[src/rtl/dctq_pkg.sv]
// Shared DCTQ datapath constants and sequencer state encodings.
package dctq_pkg;
  localparam int DCTQ_ROWS   = 8;
  localparam int DCTQ_WORD_W = 64;
  localparam int DCTQ_ADDR_W = 3;

  typedef enum logic {WFILL, WFULL} wr_state_t;
  typedef enum logic {RIDLE, RDRAIN} rd_state_t;
endpackage

[src/rtl/dualram_seq_rd_valid_pipe.sv]
// Delay line carrying {issue, first, last} flags alongside the dualram read latency.
module rd_valid_pipe #(
  parameter int STAGES = 2
) (
  input  logic       clk,
  input  logic       rst,
  input  logic [2:0] flags_in,
  output logic [2:0] flags_out
);

  logic [2:0] flags_p [STAGES];

  // Shift flags one stage per cycle; reset drops anything in flight.
  always_ff @(posedge clk) begin
    if (rst) begin
      for (int i = 0; i < STAGES; i++) flags_p[i] <= '0;
    end else begin
      flags_p[0] <= flags_in;
      for (int i = 1; i < STAGES; i++) flags_p[i] <= flags_p[i-1];
    end
  end

  assign flags_out = flags_p[STAGES-1];

endmodule

[src/rtl/dualram_seq.sv]
// Write/read sequencer for the dualram ping-pong transpose memory.
module dualram_seq
  import dctq_pkg::*;
#(
  parameter int ROWS   = DCTQ_ROWS,
  parameter int RD_LAT = 2
) (
  input  logic                     clk,
  input  logic                     rst,
  input  logic                     in_valid,
  output logic                     in_ready,
  input  logic [DCTQ_WORD_W-1:0]   in_data,
  output logic [DCTQ_WORD_W-1:0]   ram_di,
  output logic                     ram_din_valid,
  output logic [DCTQ_WORD_W/8-1:0] ram_be,
  output logic [DCTQ_ADDR_W-1:0]   ram_wa,
  output logic [DCTQ_ADDR_W-1:0]   ram_ra,
  output logic                     ram_rnw,
  input  logic [DCTQ_WORD_W-1:0]   ram_do,
  output logic                     out_valid,
  output logic [DCTQ_WORD_W-1:0]   out_data,
  output logic                     out_first,
  output logic                     out_last
);

  localparam logic [DCTQ_ADDR_W-1:0] LAST_IDX = DCTQ_ADDR_W'(ROWS - 1);

  wr_state_t                wr_state, wr_state_n;
  rd_state_t                rd_state, rd_state_n;
  logic [DCTQ_ADDR_W-1:0]   wcnt, wcnt_n;
  logic [DCTQ_ADDR_W-1:0]   rcnt, rcnt_n;
  logic                     rnw_n;
  logic                     wr_fire;
  logic                     rd_issue;
  logic                     swap;
  logic [2:0]               flags_in;
  logic [2:0]               flags_out;

  // in_ready is a pure function of state (and held low while in reset).
  assign in_ready      = (wr_state == WFILL) && !rst;
  assign wr_fire       = in_valid && in_ready;
  assign rd_issue      = (rd_state == RDRAIN);
  assign swap          = (wr_state == WFULL) && (rd_state == RIDLE);

  assign ram_di        = in_data;
  assign ram_din_valid = wr_fire;
  assign ram_be        = {(DCTQ_WORD_W/8){wr_fire}};
  assign ram_wa        = wcnt;
  assign ram_ra        = rcnt;
  assign out_data      = ram_do;

  // State, counter and bank-select registers.
  always_ff @(posedge clk) begin
    if (rst) begin
      wr_state <= WFILL;
      rd_state <= RIDLE;
      wcnt     <= '0;
      rcnt     <= '0;
      ram_rnw  <= 1'b1;
    end else begin
      wr_state <= wr_state_n;
      rd_state <= rd_state_n;
      wcnt     <= wcnt_n;
      rcnt     <= rcnt_n;
      ram_rnw  <= rnw_n;
    end
  end

  // Next-state: fill rows, drain columns, and swap banks once both sides are done.
  always_comb begin
    wr_state_n = wr_state;
    rd_state_n = rd_state;
    wcnt_n     = wcnt;
    rcnt_n     = rcnt;
    rnw_n      = ram_rnw;
    if (wr_fire) begin
      if (wcnt == LAST_IDX) begin
        wcnt_n     = '0;
        wr_state_n = WFULL;
      end else begin
        wcnt_n = wcnt + 1'b1;
      end
    end
    if (rd_issue) begin
      if (rcnt == LAST_IDX) begin
        rcnt_n     = '0;
        rd_state_n = RIDLE;
      end else begin
        rcnt_n = rcnt + 1'b1;
      end
    end
    if (swap) begin
      rnw_n      = ~ram_rnw;
      wr_state_n = WFILL;
      rd_state_n = RDRAIN;
    end
  end

  // Column flags for this issue; they emerge aligned with ram_do.
  assign flags_in = {rd_issue, rd_issue && (rcnt == '0), rd_issue && (rcnt == LAST_IDX)};

  rd_valid_pipe #(
    .STAGES (RD_LAT)
  ) u_rd_valid_pipe (
    .clk       (clk),
    .rst       (rst),
    .flags_in  (flags_in),
    .flags_out (flags_out)
  );

  assign out_valid = flags_out[2];
  assign out_first = flags_out[1];
  assign out_last  = flags_out[0];

endmodule

[config.mk]
export PLATFORM = sky130hd
export DESIGN_NAME = dualram_seq
export DESIGN_NICKNAME = d
export VERILOG_FILES = /design/src/rtl/dctq_pkg.sv /design/src/rtl/dualram_seq_rd_valid_pipe.sv /design/src/rtl/dualram_seq.sv
export SDC_FILE = /design/constraint.sdc
export NUM_CORES = 1
export LEC_CHECK = 0
export BUFFER_PORTS_ARGS = -buffer_cell sky130_fd_sc_hd__buf_2
export CAP_MARGIN = 40
export CORE_AREA = 3 3 107 109
export DETAILED_ROUTE_END_ITERATION = 6
export DIE_AREA = 0 0 110 112
export GPL_TIMING_DRIVEN = 0
export PLACE_DENSITY = 0.49
export SYNTH_ARGS = -nofsm -noshare
export SYNTH_HDL_FRONTEND = slang
export SYNTH_HIERARCHICAL = 1
export SYNTH_SLANG_ARGS = --single-unit
[constraint.sdc]
create_clock -name clk -period 1.9 [get_ports clk]
set_input_delay 0.38 -clock clk [delete_from_list [all_inputs] [get_ports clk]]
set_output_delay 0.38 -clock clk [all_outputs]
set_load 0.01 [all_outputs]
==> results by group <==
Outcome
  – Status: completed

Power
  – Cell internal pwr: 0.000754 W
  – Max IR drop VDD: 0.222 mV
  – Switch share: between 20% and 30%
  – Seq pwr share: 31.3%
  – LEAKAGE: roughly 1.6 nW
  – Cell Pwr Density: slightly below 400 mW/mm²
  – Clock power frac: 23.5%
  – Combinational share of power: 45.2%
  – Net Sw Power: 0.000278 W

Clock tree
  – CTS tree: yes
  – Reg clk slew, reported paths: ~0.050 ns
  – Clock latency on the worst-skew pair: 0.24 ns
  – Clk sink count: 15
  – Root Driver: clkbuf_8
  – CTS Buf Count: 3
  – H-tree lvl count: 1
  – Maximum root-to-sink buffer count: 2

Min path
  – Hold Crit Class: in -> reg
  – Hold endpoint: u_rd_valid_pipe/flags_p[0][3]
  – Hold path start: rst
  – Worst hold path stage count: 2

Timing
  – Min Tclk post-route: 1.74 ns
  – Min Hold Slack: approximately 0.39 ns
  – Setup violators final: 0
  – Slew Limit Fails: 0
  – Setup ws final: 0.158 ns
  – Final Hold Vio Count: 0
  – Worst-Margin Slew: 0.269 ns
  – Worst slew margin: ~82%
  – Clk_skew: just under 0.001 ns
  – Max Clock Freq: 574 MHz
  – Setup TNS: 0 ns
  – RSZ-0062 raised after global routing: no
  – Tcrit/Tclk final: between 90% and 100%

Routing
  – Vias: 1591
  – Drt total wl: 4840 µm
  – Detail Route Antenna Nets: 0
  – Routed WL per cell: roughly 10 µm
  – Drt drc: 0
  – Via density: 3.24
  – TritonRoute pass-1 iters: 2
  – Initial DRC count: 17

Place
  – Post-detail-place hpwl: 4550 µm
  – Cell Area, Placed: approximately 0.0026 mm²
  – Final Wtd Congestion: about 0.76
  – IO buf count: 150
  – Pre-CTS setup slack: 0.0659 ns

Setup path
  – Worst reg2reg path depth: 4
  – CP Launch Type: primary input
  – Worst path arrival time: 1.36 ns
  – Crit-path max FO: 10
  – Setup crit end kind: primary output
  – Critical Path RT: between 1.5 and 2 ns
  – R2r startpoint: ram_ra[0]
  – Reg2reg setup slack: 0.69 ns
  – Reg2reg end: u_rd_valid_pipe/flags_p[0][0]
  – Worst setup path class: in -> out

Die
  – Core box area: 0.0107 mm²
  – I/O pins: 279
  – Die area: 0.0123 mm²
  – Starting Density: 15.4%
  – DIE WIDTH: 110 µm
  – Die H: about 110 µm
  – Row Count: 38

Yosys
  – Async SR Flop Fraction: 0%
  – Syn_nets: 333
  – Syn Inst Count: about 200
  – Top post-synthesis cells by area: buf_4, dfxtp_1, ha_1
  – Ys flop type: dfxtp_1
  – Distinct cells, synth: 20
  – Number of flops mapped to enable cells by yosys: 0
  – Yosys warnings: 6
  – Seq cells post-synth: 15
  – Mapped cell area: 0.00165 mm²
  – Sequential area share after synthesis: 18.2%
  – Most instantiated library cell after synthesis: buf_4
  – Post-synth top area share: 63.3%
  – Avg Inst Size Synth: between 8 and 9 µm²
  – Synth area leader: buf_4
  – Most frequent cells after synthesis: buf_4, dfxtp_1, nor2_1

Final layout
  – Final nets: 488
  – Filler cells: about 1200
  – Fraction of layout instances using a drive strength above 1: between 80% and 90%
  – Antenna Cells: 0
  – Syn-to-layout area delta: 59.0%
  – Cell area after layout: 0.00262 mm²
  – Fin util: 24.5%

GRT
  – GRT Residual Overflow: 0
  – Largest net degree at the start of global routing: 11
  – Initial antenna violation count: 0
  – Total global-route track usage: 6.48%
  – First-pass GRT wire length: 6420 µm
  – Vias in the first global route: around 1400

Flow run
  – Max-cap violations: 0
-- per-layer routing --
layer  vias to the layer above  wire length, µm  GRT usage, %
met5                         -                0             0
met4                         0                0         0.499
met3                         0              671          2.14
met2                       136             2980          14.7
met1                       681             1180          5.04
li1                        774                -             -
-- critical path: stages --
cell and delay (ns):
buf_2 0.14, buf_2 0.23, nor2_1 0.08, and2_2 0.26, buf_4 0.14, buf_2 0.13
-- repair_timing --
action | 4_1_cts | 5_1_grt
setup buffers | 0 | 0
setup endpoints to repair | 0 | 8
resized for setup | 0 | 1
hold buffers | 0 | 0
-- cell usage in the layout, fill, tap and decap left out --
cell,netlist,layout
buf_2,1,151
buf_4,139,139
dfxtp_1,15,15
nor2_1,8,8
nor2b_1,6,6
ha_1,5,5
mux2i_1,4,4
a21oi_1,4,4
clkbuf_8,0,3
and2_2,1,2
inv_1,2,2
nand2_1,2,2
nand3b_1,2,2
inv_2,1,1
nor3b_1,1,1
nor2b_4,1,1
nor3b_2,1,1
and3_4,1,1
o21bai_2,1,1
nor3_1,1,1
clkbuf_1,0,1
-- cell families after synthesis --
family / Yosys count / synth area share (%)
and+or+nand+nor: 25 / 9.34
DFF: 15 / 18.2
muxes: 4 / 2.43
buffers and inverters: 143 / 64.3
adders and majority gates: 5 / 3.80
AOI/OAI and AO/OA: 5 / 1.90
-- registers in the layout (all words and copies together) (netlist names) --
signal and cells:
ram_ra 3, wr_state 1, ram_rnw 1, rd_issue 1, u_rd_valid_pipe/flags_p 6, ram_wa 3
-- power by group through the flow --
stage | Combinational [W] | Clock, W | Sequential, W
floorplan | 0.000314 | 0 | 0.000330
global placement | 0.000471 | 0 | 0.000329
detailed placement | 0.000474 | 0 | 0.000329
CTS | 0.000475 | 0.000257 | 0.000322
global route | 0.000508 | 0.000267 | 0.000323
finish | 0.000467 | 0.000242 | 0.000322
-- per-stage QoR --
step                power (W)  std cells
detailed placement   0.000803        487
global route          0.00110        491
global placement     0.000800        487
floorplan            0.000644        197
finish                0.00103        491
CTS                   0.00105        491
-- area by class of cell --
type | instances | area [µm²] | area share (%)
multi-input cells | 39 | 289 | 11.0
flip-flops and latches | 15 | 300 | 11.5
plain buffers | 140 | 1050 | 40.0
inverters | 3 | 11.3 | 0.430
clock buffers | 4 | 45.0 | 1.72
repair buffers | 150 | 751 | 28.7
well taps | 140 | 175 | 6.69
-- worst max-delay path by stage --
stage	startpoint	end	slack [ns]	depth (start not counted)
floorplan	rst	ram_be[0]	0.28	4
global placement	rst	ram_be[2]	0.12	6
detailed placement	rst	ram_be[4]	0.07	6
CTS	rst	ram_be[4]	0.06	6
global route	rst	ram_be[4]	0.07	6
finish	rst	ram_be[4]	0.16	6
Power figures use the tool's default switching activity.
